<file path="src/rtl/dbus_axi_master.sv">
// -----------------------------------------------------------------------------
// dbus_axi_master
// AXI4-Lite initiator for the CPU MEM-stage data port. Each load or store
// becomes exactly one AXI4-Lite transaction. The pipeline is held through
// cpu_stall until the response returns.
// Load size/sign travel on ARPROT = {size, sign_ext}. Store size and alignment
// travel on WSTRB.
//
// Optional feature: define DBUS_TIMEOUT_EN to abort a transaction that stays
// busy for TIMEOUT_CYCLES. The abort completes with cpu_err=1 and cpu_rdata=0.
//
// Ports
//   clk, rst                       clock, asynchronous active-high reset
//   cpu_memread / cpu_memwrite     load / store request, held while stalled
//   cpu_addr, cpu_wdata            byte address, unshifted store data
//   cpu_byte_size, cpu_sign_ext    00 byte, 01 half, 10/11 word; load sign
//   cpu_rdata, cpu_done, cpu_err   registered completion (1-cycle pulse)
//   cpu_stall                      combinational pipeline hold
//   M_AXI_*                        AXI4-Lite master (AW, W, B, AR, R)
// -----------------------------------------------------------------------------
module dbus_axi_master #(
    parameter int unsigned TIMEOUT_CYCLES = 256
) (
    input  logic        clk,
    input  logic        rst,
    input  logic        cpu_memread,
    input  logic        cpu_memwrite,
    input  logic [31:0] cpu_addr,
    input  logic [31:0] cpu_wdata,
    input  logic [1:0]  cpu_byte_size,
    input  logic        cpu_sign_ext,
    output logic [31:0] cpu_rdata,
    output logic        cpu_done,
    output logic        cpu_err,
    output logic        cpu_stall,
    output logic [31:0] M_AXI_AWADDR,
    output logic [2:0]  M_AXI_AWPROT,
    output logic        M_AXI_AWVALID,
    input  logic        M_AXI_AWREADY,
    output logic [31:0] M_AXI_WDATA,
    output logic [3:0]  M_AXI_WSTRB,
    output logic        M_AXI_WVALID,
    input  logic        M_AXI_WREADY,
    input  logic [1:0]  M_AXI_BRESP,
    input  logic        M_AXI_BVALID,
    output logic        M_AXI_BREADY,
    output logic [31:0] M_AXI_ARADDR,
    output logic [2:0]  M_AXI_ARPROT,
    output logic        M_AXI_ARVALID,
    input  logic        M_AXI_ARREADY,
    input  logic [31:0] M_AXI_RDATA,
    input  logic [1:0]  M_AXI_RRESP,
    input  logic        M_AXI_RVALID,
    output logic        M_AXI_RREADY
);

    typedef enum logic [2:0] {
        S_IDLE,
        S_W_REQ,
        S_W_RESP,
        S_R_REQ,
        S_R_RESP
    } state_e;

    state_e      state_q, state_d;
    logic [31:0] awaddr_q, awaddr_d;
    logic        awvalid_q, awvalid_d;
    logic [31:0] wdata_q, wdata_d;
    logic [3:0]  wstrb_q, wstrb_d;
    logic        wvalid_q, wvalid_d;
    logic        bready_q, bready_d;
    logic [31:0] araddr_q, araddr_d;
    logic [2:0]  arprot_q, arprot_d;
    logic        arvalid_q, arvalid_d;
    logic        rready_q, rready_d;
    logic [31:0] rdata_q, rdata_d;
    logic        done_q, done_d;
    logic        err_q, err_d;

`ifdef DBUS_TIMEOUT_EN
    localparam int unsigned CNT_RAW = $clog2(TIMEOUT_CYCLES);
    localparam int unsigned CNT_W   = (CNT_RAW < 8) ? 8 : ((CNT_RAW > 16) ? 16 : CNT_RAW);
    localparam logic [CNT_W-1:0] CNT_LAST = CNT_W'(TIMEOUT_CYCLES - 1);

    logic [CNT_W-1:0] cnt_q, cnt_d;
`else
    logic unused_timeout;
    assign unused_timeout = ^32'(TIMEOUT_CYCLES);
`endif

    // Byte lanes for a store; addr[0] is ignored for halves, size 11 acts as word.
    function automatic logic [3:0] strb_for(input logic [1:0] size, input logic [1:0] a);
        logic [3:0] s;
        case (size)
            2'b00:   s = 4'b0001 << a;
            2'b01:   s = a[1] ? 4'b1100 : 4'b0011;
            default: s = 4'b1111;
        endcase
        return s;
    endfunction

    // State and output registers.
    always_ff @(posedge clk or posedge rst) begin
        if (rst) begin
            state_q   <= S_IDLE;
            awaddr_q  <= '0;
            awvalid_q <= 1'b0;
            wdata_q   <= '0;
            wstrb_q   <= '0;
            wvalid_q  <= 1'b0;
            bready_q  <= 1'b0;
            araddr_q  <= '0;
            arprot_q  <= '0;
            arvalid_q <= 1'b0;
            rready_q  <= 1'b0;
            rdata_q   <= '0;
            done_q    <= 1'b0;
            err_q     <= 1'b0;
`ifdef DBUS_TIMEOUT_EN
            cnt_q     <= '0;
`endif
        end else begin
            state_q   <= state_d;
            awaddr_q  <= awaddr_d;
            awvalid_q <= awvalid_d;
            wdata_q   <= wdata_d;
            wstrb_q   <= wstrb_d;
            wvalid_q  <= wvalid_d;
            bready_q  <= bready_d;
            araddr_q  <= araddr_d;
            arprot_q  <= arprot_d;
            arvalid_q <= arvalid_d;
            rready_q  <= rready_d;
            rdata_q   <= rdata_d;
            done_q    <= done_d;
            err_q     <= err_d;
`ifdef DBUS_TIMEOUT_EN
            cnt_q     <= cnt_d;
`endif
        end
    end

    // Next-state and next-output logic.
    always_comb begin
        state_d   = state_q;
        awaddr_d  = awaddr_q;
        awvalid_d = awvalid_q;
        wdata_d   = wdata_q;
        wstrb_d   = wstrb_q;
        wvalid_d  = wvalid_q;
        bready_d  = bready_q;
        araddr_d  = araddr_q;
        arprot_d  = arprot_q;
        arvalid_d = arvalid_q;
        rready_d  = rready_q;
        rdata_d   = rdata_q;
        done_d    = 1'b0;
        err_d     = 1'b0;
`ifdef DBUS_TIMEOUT_EN
        cnt_d     = cnt_q;
`endif

        case (state_q)
            S_IDLE: begin
                // done_q masks a request still held during the completion cycle.
                if ((cpu_memwrite || cpu_memread) && !done_q) begin
                    if (cpu_memwrite) begin
                        state_d   = S_W_REQ;
                        awaddr_d  = cpu_addr;
                        wdata_d   = cpu_wdata;
                        wstrb_d   = strb_for(cpu_byte_size, cpu_addr[1:0]);
                        awvalid_d = 1'b1;
                        wvalid_d  = 1'b1;
                    end else begin
                        state_d   = S_R_REQ;
                        araddr_d  = cpu_addr;
                        arprot_d  = {cpu_byte_size, cpu_sign_ext};
                        arvalid_d = 1'b1;
                    end
`ifdef DBUS_TIMEOUT_EN
                    cnt_d = '0;
`endif
                end
            end

            S_W_REQ: begin
                // AW and W complete independently; move on once both VALIDs are down.
                if (awvalid_q && M_AXI_AWREADY) awvalid_d = 1'b0;
                if (wvalid_q && M_AXI_WREADY)   wvalid_d  = 1'b0;
                if (!awvalid_q && !wvalid_q) begin
                    state_d  = S_W_RESP;
                    bready_d = 1'b1;
                end
            end

            S_W_RESP: begin
                if (M_AXI_BVALID && bready_q) begin
                    bready_d = 1'b0;
                    done_d   = 1'b1;
                    err_d    = (M_AXI_BRESP != 2'b00);
                    state_d  = S_IDLE;
                end
            end

            S_R_REQ: begin
                if (M_AXI_ARREADY) begin
                    arvalid_d = 1'b0;
                    rready_d  = 1'b1;
                    state_d   = S_R_RESP;
                end
            end

            S_R_RESP: begin
                if (M_AXI_RVALID && rready_q) begin
                    rdata_d  = M_AXI_RDATA;
                    rready_d = 1'b0;
                    done_d   = 1'b1;
                    err_d    = (M_AXI_RRESP != 2'b00);
                    state_d  = S_IDLE;
                end
            end

            default: state_d = S_IDLE;
        endcase

`ifdef DBUS_TIMEOUT_EN
        // Abort on the busy cycle where the counter reaches TIMEOUT_CYCLES-1
        // without a response; a late B/R is ignored because READY is dropped.
        if (state_q != S_IDLE && !done_d) begin
            cnt_d = cnt_q + 1'b1;
            if (cnt_d == CNT_LAST) begin
                awvalid_d = 1'b0;
                wvalid_d  = 1'b0;
                bready_d  = 1'b0;
                arvalid_d = 1'b0;
                rready_d  = 1'b0;
                rdata_d   = '0;
                done_d    = 1'b1;
                err_d     = 1'b1;
                state_d   = S_IDLE;
            end
        end
`endif
    end

    assign cpu_stall     = (cpu_memread || cpu_memwrite) && !done_q;
    assign cpu_rdata     = rdata_q;
    assign cpu_done      = done_q;
    assign cpu_err       = err_q;
    assign M_AXI_AWADDR  = awaddr_q;
    assign M_AXI_AWPROT  = 3'b000;
    assign M_AXI_AWVALID = awvalid_q;
    assign M_AXI_WDATA   = wdata_q;
    assign M_AXI_WSTRB   = wstrb_q;
    assign M_AXI_WVALID  = wvalid_q;
    assign M_AXI_BREADY  = bready_q;
    assign M_AXI_ARADDR  = araddr_q;
    assign M_AXI_ARPROT  = arprot_q;
    assign M_AXI_ARVALID = arvalid_q;
    assign M_AXI_RREADY  = rready_q;

endmodule

</file>
<file path="config.mk">
export PLATFORM = sky130hd
export DESIGN_NAME = dbus_axi_master
export DESIGN_NICKNAME = d
export VERILOG_FILES = /design/src/rtl/dbus_axi_master.sv
export SDC_FILE = /design/constraint.sdc
export NUM_CORES = 1
export LEC_CHECK = 0
export ABC_AREA = 0
export CORE_UTILIZATION = 24
export DETAILED_ROUTE_END_ITERATION = 10
export PLACE_DENSITY_LB_ADDON = 0.3
export SKIP_CTS_REPAIR_TIMING = 1
export SLEW_MARGIN = 20
export SYNTH_ARGS = -nofsm -noshare
export SYNTH_HDL_FRONTEND = slang
export SYNTH_SLANG_ARGS = --single-unit
</file>
<file path="constraint.sdc">
create_clock -name clk -period 8.3 [get_ports clk]
set_input_delay 1.66 -clock clk [delete_from_list [all_inputs] [get_ports clk]]
set_output_delay 1.66 -clock clk [all_outputs]
set_load 0.03 [all_outputs]
</file>
==> results.py <==
metrics = {
    "clock_tree": {
        "clkTransAtPathRegs_ps": 60,
        "clock_path_buffers": 2,
        "cts_buffers": 17,
        "htreeDepth": 4,
        "cts_tree": "yes",
        "worstSkewPairLatency_ps": 410,
        "cts_root_buffer": "clkbuf_16",
        "clkSinkCount": 145,
    },
    "placement": {
        "dpl.cell_count": 924,
        "dp_hpwl_mm": 10.3,
        "io_buffers": 254,
        "routabilityCongestion": 0.676,
    },
    "synthesis": {
        "avgSynthCellArea_um2": 15.7,
        "yosysSeqAreaShare_pct": 63.4,
        "synthCells": 365,
        "syn_area_um2": 5720,
        "synth-seq-cells": 145,
        "yosys_warnings": 0,
        "ys_types": 29,
    },
    "floorplanning": {
        "rows": 56,
        "pin_count": 258,
        "dieWidth_um": 156,
        "core-area_um2": 23400,
        "die_area_um2": 24500,
        "die_height_um": 156,
        "start_util_pct": 24.4,
    },
    "run_status": {
        "status": "completed",
    },
    "global_route": {
        "antenna_found_initial": 0,
        "grt-busiest-layer": "met2",
        "track_usage_pct": 12.1,
        "grt_overflow": 0,
        "use_met2_pct": 21.6,
        "grt_max_degree": 80,
        "use_met1_pct": 12.7,
        "met3_usage_pct": 5.32,
        "grt_pass1_vias": 4325,
        "grt_pass1_wl_mm": 22.5,
    },
    "power": {
        "leakagePower_uw": 0.00381,
        "switching_share_pct": 40.0,
        "seq_power_share_pct": 31.4,
        "p_int_uw": 2400,
        "combPwrFrac_pct": 50.6,
        "p_per_area_nw_per_um2": 441,
        "ir_worst_vdd_uv": 214,
        "p_sw_uw": 1600,
        "clkPwrFrac_pct": 18.1,
    },
    "worst_setup_path": {
        "critPathLaunchType": "input pin",
        "cp.required_ps": 6640,
        "cp_data_arrival_time_ps": 3190,
        "critical_path_class": "input pin to output pin",
        "cp_max_fo": 7,
        "endpoint_kind": "output pin",
    },
    "sta": {
        "setup_tns_ps": 0,
        "tightestPinTransition_ps": 894,
        "min_period_over_period_pct": 58.4,
        "finalCriticalPeriod_ps": 4850,
        "hold_viol": 0,
        "fmax_ghz": 0.206,
        "skew_ps": 7.98,
        "slew-limit-headroom_pct": 40.1,
        "slew_viol_final": 0,
        "setup_viol": 0,
        "rsz0062_at_grt": "false",
    },
    "detailed_routing": {
        "drt_iter0_drc": 99,
        "wirelength_mm": 14.5,
        "drc_errors": 0,
        "vias_per_cell": 4.10,
        "wl_per_cell_um": 15.1,
        "drtAntennaViolNets": 0,
        "first_pass_iters": 4,
        "vias": 3915,
    },
    "finish": {
        "seqCellArea_um2": 3630,
        "diodes": 0,
        "drive_above_1_share_pct": 26.2,
        "fillCellCount": 2241,
        "syn_to_final_growth_pct": 58.3,
        "stdcell_count": 956,
        "final_common_cell": "clkdlybuf4s50_1",
        "multi_input_area_um2": 1880,
        "fin_nets": 736,
        "final_cell_mix": "clkdlybuf4s50_1, dfrtp_1, mux2_2",
    },
    "hold_path": {
        "hold_class": "register to register",
    },
    "job": {
        "maxCapViolations": 0,
    },
}
kinds of logic after synthesis:
logic type / count (synthesis) / synth area share [%]
and+or+nand+nor: 38 / 3.72
DFF: 145 / 63.4
muxes: 130 / 26.3
buffers and inverters: 24 / 3.91
AOI/OAI and AO/OA: 27 / 2.58
other: 1 / 0.0655
power by group through the flow:
| stage | clock (µW) | sequential [µW] | combinational [µW] |
|---|---|---|---|
| global placement | 0 | 1250 | 2020 |
| floorplan | 0 | 1900 | 542 |
| finish | 721 | 1250 | 2020 |
| global route | 785 | 1300 | 2130 |
| CTS | 754 | 1260 | 2050 |
| detailed placement | 0 | 1270 | 2040 |
per-layer routing:
layer	up-vias	routed length [µm]
met3	9	1350
met4	0	123
met1	1948	5510
met2	169	7470
met5	-	0
li1	1789	-
Yosys cell counts:
cell type	number	area share (%)
dfrtp_1	145	63
mux2_2	113	22
nand2_1	18	1.2
o21ai_0	14	1.2
mux2_4	11	2.9
a21oi_1	8	0.70
buf_6	8	1.6
buf_4	6	0.79
mux2_1	6	1.2
nor2_1	6	0.39
inv_1	4	0.26
buf_12	3	1.0
a21boi_0	2	0.26
and2b_2	2	0.31
buf_2	2	0.17
nand2b_1	2	0.22
nand3_1	2	0.17
nand4_1	2	0.22
a31oi_1	1	0.11
clkbuf_1	1	0.066
conb_1	1	0.066
nand2_2	1	0.11
nand3b_1	1	0.13
nor3_1	1	0.087
nor4_4	1	0.37
nor4b_4	1	0.42
o211ai_1	1	0.13
o311ai_1	1	0.15
or2_2	1	0.11
sequential cells by signal, summed over array words and instances (netlist names), 3 cells and up:
signal and flops:
M_AXI_ARADDR 32, M_AXI_ARPROT 3, M_AXI_AWADDR 32, M_AXI_WDATA 32
M_AXI_WSTRB 4, cpu_rdata 32, state_q 3
final timing paths:
| path | startpoint | end | slack (ps) | cells past startpoint |
|---|---|---|---|---|
| max | cpu_memwrite | cpu_stall | 3450 | 4 |
| min | M_AXI_WSTRB[3] | M_AXI_WSTRB[3] | 490 | 2 |
| max reg2reg | state_q[1] | cpu_rdata[1] | 5990 | 3 |
| min reg2reg | M_AXI_WSTRB[3] | M_AXI_WSTRB[3] | 490 | 2 |
| max in group asynchronous | rst | M_AXI_ARADDR[30] | 5240 | 3 |
| min in group asynchronous | rst | M_AXI_AWADDR[19] | 1750 | 2 |
critical path, stage by stage:
cell and delay [ps]:
clkdlybuf4s50_1 630, nor2_1 110, nor2_1 100, clkdlybuf4s50_1 680
area by class of cell:
type                            count  area share [%]
Sequential cell                   145            40.1
Clock inverter                     14            1.28
Timing Repair Buffer              258            28.4
Clock buffer                       18            4.85
Tap cell                          319            4.41
Multi-Input combinational cell    198            20.8
Inverter                            4           0.221
stage by stage:
| stage | total power (µW) | utilization, % | setup WS (ps) | hold slack (ps) | instance area (µm²) |
|---|---|---|---|---|---|
| floorplan | 2440 | - | 2750 | 562 | 5730 |
| global placement | 3270 | 36.3 | 3470 | 468 | 8500 |
| detailed placement | 3310 | 36.3 | 3460 | 470 | 8500 |
| CTS | 4060 | 38.7 | 3450 | 486 | 9060 |
| global route | 4210 | 38.7 | 3350 | 515 | 9060 |
| finish | 3990 | 38.7 | 3450 | 485 | 9060 |
(Power assumes the default switching activity.)
==> RTL edit 1 (config.mk and constraints unchanged) <==
Put one more register stage on the output `cpu_err`, cleared by the reset. The value now appears one clock later. The other outputs are not delayed to match. Comments in the files are not updated.
--- a/src/rtl/dbus_axi_master.sv
+++ b/src/rtl/dbus_axi_master.sv
@@ -246,7 +246,13 @@
     assign cpu_stall     = (cpu_memread || cpu_memwrite) && !done_q;
     assign cpu_rdata     = rdata_q;
     assign cpu_done      = done_q;
-    assign cpu_err       = err_q;
+    always_ff @(posedge clk or posedge rst) begin
+        if (rst) begin
+            cpu_err <= '0;
+        end else begin
+            cpu_err <= err_q;
+        end
+    end
     assign M_AXI_AWADDR  = awaddr_q;
     assign M_AXI_AWPROT  = 3'b000;
     assign M_AXI_AWVALID = awvalid_q;
Check against the original RTL: not equivalent (a bounded check fails within 4 cycles, from zero or initial values and one cycle with rst high).
==> RTL edit 1 against the unedited design <==
- wire length is 0.68% lower
- clock power is 9.2% higher
- largest cell class unchanged
- cell area is 0.65% higher
- worst setup slack better by 0.0063 ns
- count of clock-buffer cells in the layout is 1 lower
- power is 1.6% higher
- critical path type unchanged
- area after synthesis is 0.44% higher
- sequential cell count is 1 higher
- clock skew is 0.0031 ns higher
- die area is 0.43% higher
==> RTL edit 1: results (changes against the unedited design) <==
Parameter                              Value

Layout
  Clk tree area frac    6.55% (+0.41 points)
  Total area of multi-input combinational cells    1880 um^2 (unchanged)
  Final sequential cell count    146 (+0.69%)
  Share of the final layout cell area in sequential cells    40.1% (about the same)
  # diodes    0 (unchanged)
  Non-clock buffering overhead in the final layout    28.1% (-0.27 points)
  Proportion of layout cells with a drive suffix above 1    26.1% (-0.16 points)
  Layout filler cell count    2237 (-0.18%)
  Fraction of area in multi-input gates    20.6% (-0.13 points)
  Number of ordinary and repair buffers in the finished layout    257 (-0.39%)

Placement
  Weighted congestion at the end of routability-driven global placement    0.807 (+19%)
  Placed cell area    8520 um^2 (+0.21%)
  Worst setup timing slack at the placement stage    3.47 ns (+0.0113 ns)
  Post-DP HPWL    9.96 mm (-3.7%)
  Port Buf Inserts    254 (unchanged)

Power
  Sw frac    39.4% (-0.56 points)
  VDD IR max    0.000181 V (-16%)
  Standby leakage power    3.85 nW (+0.97%)
  Flop+latch power    0.00126 W
  Internal    0.00246 W (+2.6%)

Clocking
  H-tree Lvls    4 (unchanged)
  Clock edge transition at the registers on the reported setup and hold paths    0.07 ns
  Num CTS Buffers    17 (unchanged)

Setup path
  Arrival @ worst endpoint    3.18 ns (about the same)
  Maximum fanout along the worst path    7 (unchanged)

Yosys
  Mean instance size in the synthesized netlist    15.7 um^2 (+0.16%)
  Number of different library cells in the post-synthesis netlist    29 (unchanged)
  Synth cell count leaders    dfrtp_1 (146), mux2_2 (113), nand2_1 (18), o21ai_0 (14), mux2_4 (11)
  Warning count from the yosys run    0 (unchanged)
  Most used DFF post-synth    dfrtp_1
  Dominant cells by area after synthesis    dfrtp_1 (64%), mux2_2 (22%), mux2_4 (2.9%), buf_6 (1.6%), o21ai_0 (1.2%)
  Sequential element share of the synthesized area    63.6% (+0.16 points)

Drt
  Sum of met3 wire segment lengths after detailed routing    1.05 mm (-22%)
  Vias per std cell    4.10 (unchanged)
  WL per Instance    15.0 um (-0.68%)
  Highest metal used    met4
  WL met2    7.09 mm (-5.1%)
  Detailed router's first-iteration violation count    145 (+46%)
  Wire length the detailed router placed on met1    6.02 mm (+9.2%)
  Number of search-and-repair iterations in the first detailed-routing pass    4 (unchanged)

Timing
  Slew Limit Fails    0 (unchanged)
  Remaining max-slew budget at the tightest pin    33.4% (-6.7 points)
  Clock tree skew after final layout    0.0110 ns (+0.00306 ns)

GRT
  Maximum number of pins on one net before global-route repair    86 (+7.5%)
  GRT Resource Usage Total    12.0% (-0.10 points)
  First-pass GRT wire length    22.5 mm (unchanged)
  GR Layer Usage met3    4.29% (-1.0 points)
  Met1 GRT Util    13.6% (+0.97 points)
  Met2 routing resource usage after global routing    20.4% (-1.1 points)
  Via count of the first global-routing pass    4323 (-0.046%)

Hold path
  Worst hold-check path type    flop to flop
  Source of the worst hold timing path    err_q

Run status
  Status    finished, final reports clean
==> RTL edit 1: cell families (layout without fill, tap and decap cells) <==
kind of cell    after synthesis  after routing  share of synthesized area, %
mux                         130            130                          26.2
buf+inv                      24            293                          3.90
flops                       146            146                          63.6
compound gates               27             27                          2.57
other cells                   1              3                        0.0653
simple gates                 38             38                          3.70
==> RTL edit 1: worst paths after layout <==
| kind | to | slack [ns] | cells past startpoint |
|---|---|---|---|
| min in group asynchronous | cpu_rdata[9] | 1.77 | 2 |
| worst max register to register | M_AXI_WDATA[15] | 6.06 | 3 |
| worst min register to register | cpu_err | 0.36 | 0 |
| max in group asynchronous | M_AXI_WDATA[15] | 5.24 | 3 |
| worst min-delay path | cpu_err | 0.36 | 0 |
| worst max-delay path | cpu_stall | 3.46 | 4 |
==> RTL edit 1: critical path, stage by stage <==
cell and delay [ns]:
clkdlybuf4s50_1 0.62, nor2_1 0.11, nor2_1 0.11, clkdlybuf4s50_1 0.68
==> RTL edit 2 (same flow settings) <==
Made on the original files. Build with the macro `DBUS_TIMEOUT_EN` defined.
--- a/src/rtl/dbus_axi_master.sv
+++ b/src/rtl/dbus_axi_master.sv
@@ -18,6 +18,8 @@
 //   cpu_stall                      combinational pipeline hold
 //   M_AXI_*                        AXI4-Lite master (AW, W, B, AR, R)
 // -----------------------------------------------------------------------------
+`define DBUS_TIMEOUT_EN
+
 module dbus_axi_master #(
     parameter int unsigned TIMEOUT_CYCLES = 256
 ) (
Formal check against the unedited RTL: no difference found for any inputs over 4 cycles, from zero or initial values and one cycle with rst high; that may be too few to reach the edited logic, so the function may still have changed.
==> RTL edit 2 against the unedited design <==
- worst setup slack got worse by 0.068 ns
- first-iteration DRC count rose by 110%
- power rose by 6.5%
- sequential cell count rose by 8
- area after synthesis rose by 9.6%
- sequential share of layout area fell by 0.91 points
- wire length rose by 14%
- cell area rose by 8.0%
- critical endpoint unchanged
- largest cell class unchanged
==> RTL edit 2: results (changes against the unedited design) <==
Parameter                              Value

Layout
  Share of the final layout cell area in sequential cells    39.2% (-0.91 points)
  Fraction of area in multi-input gates    23.1% (+2.3 points)
  Non-CTS inverters    6 (+2)
  Synthesis-to-layout area growth    55.9%
  Proportion of layout cells with a drive suffix above 1    20.3% (-5.9 points)
  Clk tree area frac    6.49% (+0.35 points)
  Number of ordinary and repair buffers in the finished layout    261 (+1.2%)
  Final non-filler cell total    1045 (+9.3%)
  Multi-input gates    263 (+33%)
  Layout filler cell count    2465 (+10%)

Setup path
  Beginning of the worst register-to-register path    cnt_q[0]
  Arrival @ worst endpoint    3.26 ns (+0.07 ns)
  Maximum fanout along the worst path    3 (-4)
  RR Endpoint    M_AXI_WVALID
  Slowest Stage Delay on Critical Path    0.78 ns (+0.10 ns)

Power
  Flop+latch power    0.00131 W (+5%)
  Clock Power Share    19.8% (+1.7 points)
  Net Switching    0.00167 W (+4.7%)
  Standby leakage power    4.04 nW (+6.0%)

Placement
  Weighted congestion at the end of routability-driven global placement    0.685 (+1.4%)
  Placed cell area    9120 um^2 (+7.2%)
  Post-DP HPWL    11.2 mm (+8.1%)

GRT
  Met2 routing resource usage after global routing    19.4% (-2.2 points)
  GR Layer Usage met3    6.04% (+0.73 points)
  First-pass GRT wire length    25.4 mm (+13%)
  Met1 GRT Util    14.7% (+2.1 points)
  GRT Resource Usage Total    12.3% (+0.24 points)
  Via count of the first global-routing pass    4633 (+7.1%)
  Maximum number of pins on one net before global-route repair    85 (+6.3%)

Drt
  Total wirelength of the detailed-routed design    16.5 mm (+14%)
  WL met2    7.43 mm (-0.47%)
  Detailed router's first-iteration violation count    204 (+110%)
  Wire length the detailed router placed on met1    6.94 mm (+26%)

Yosys
  Synth cell count leaders    dfrtp_1 (153), mux2_2 (97), a21oi_1 (42), mux2i_1 (32), nand2_1 (13)
  Dominant cells by area after synthesis    dfrtp_1 (61%), mux2_2 (17%), mux2i_1 (5.1%), a21oi_1 (3.4%), buf_6 (1.3%)
  Number of different library cells in the post-synthesis netlist    47 (+62%)
  Sequential element share of the synthesized area    61.0% (-2.4 points)

Clocking
  Sinks on Clock Net    153 (+5.5%)

Timing
  Fin crit period    4.92 ns (+0.0677 ns)
  Minimum hold slack    0.476 ns (-0.00892 ns)
  Clock tree skew after final layout    0.0121 ns (+0.00417 ns)

Run status
  Status    finished, final reports clean

Hold path
  Source of the worst hold timing path    M_AXI_WSTRB[0]
-- RTL edit 2: cell types whose count changed after synthesis, sizes merged, moves of 3 or more --
cell | before | now
o2bb2ai | 0 | 3
mux2i | 0 | 32
nor2b | 0 | 3
clkbuf | 1 | 8
a22oi | 0 | 3
o21ai | 14 | 11
nand3 | 2 | 5
dfrtp | 145 | 153
a21o | 0 | 5
nand2 | 19 | 13
a21oi | 8 | 43
mux2 | 130 | 97
nor2 | 6 | 11
or3 | 0 | 3
-- RTL edit 2: cells by family (layout without fill, tap and decap cells) --
| kind of cell | Yosys count | in the layout | synth area share, % |
|---|---|---|---|
| simple gates | 48 | 48 | 4.07 |
| fa+ha+maj | 2 | 2 | 0.399 |
| mux | 129 | 129 | 22.5 |
| flops | 153 | 153 | 61.0 |
| xor+xnor | 2 | 2 | 0.279 |
| compound gates | 79 | 79 | 8.36 |
| other cells | 1 | 3 | 0.0598 |
| buf+inv | 35 | 299 | 3.29 |
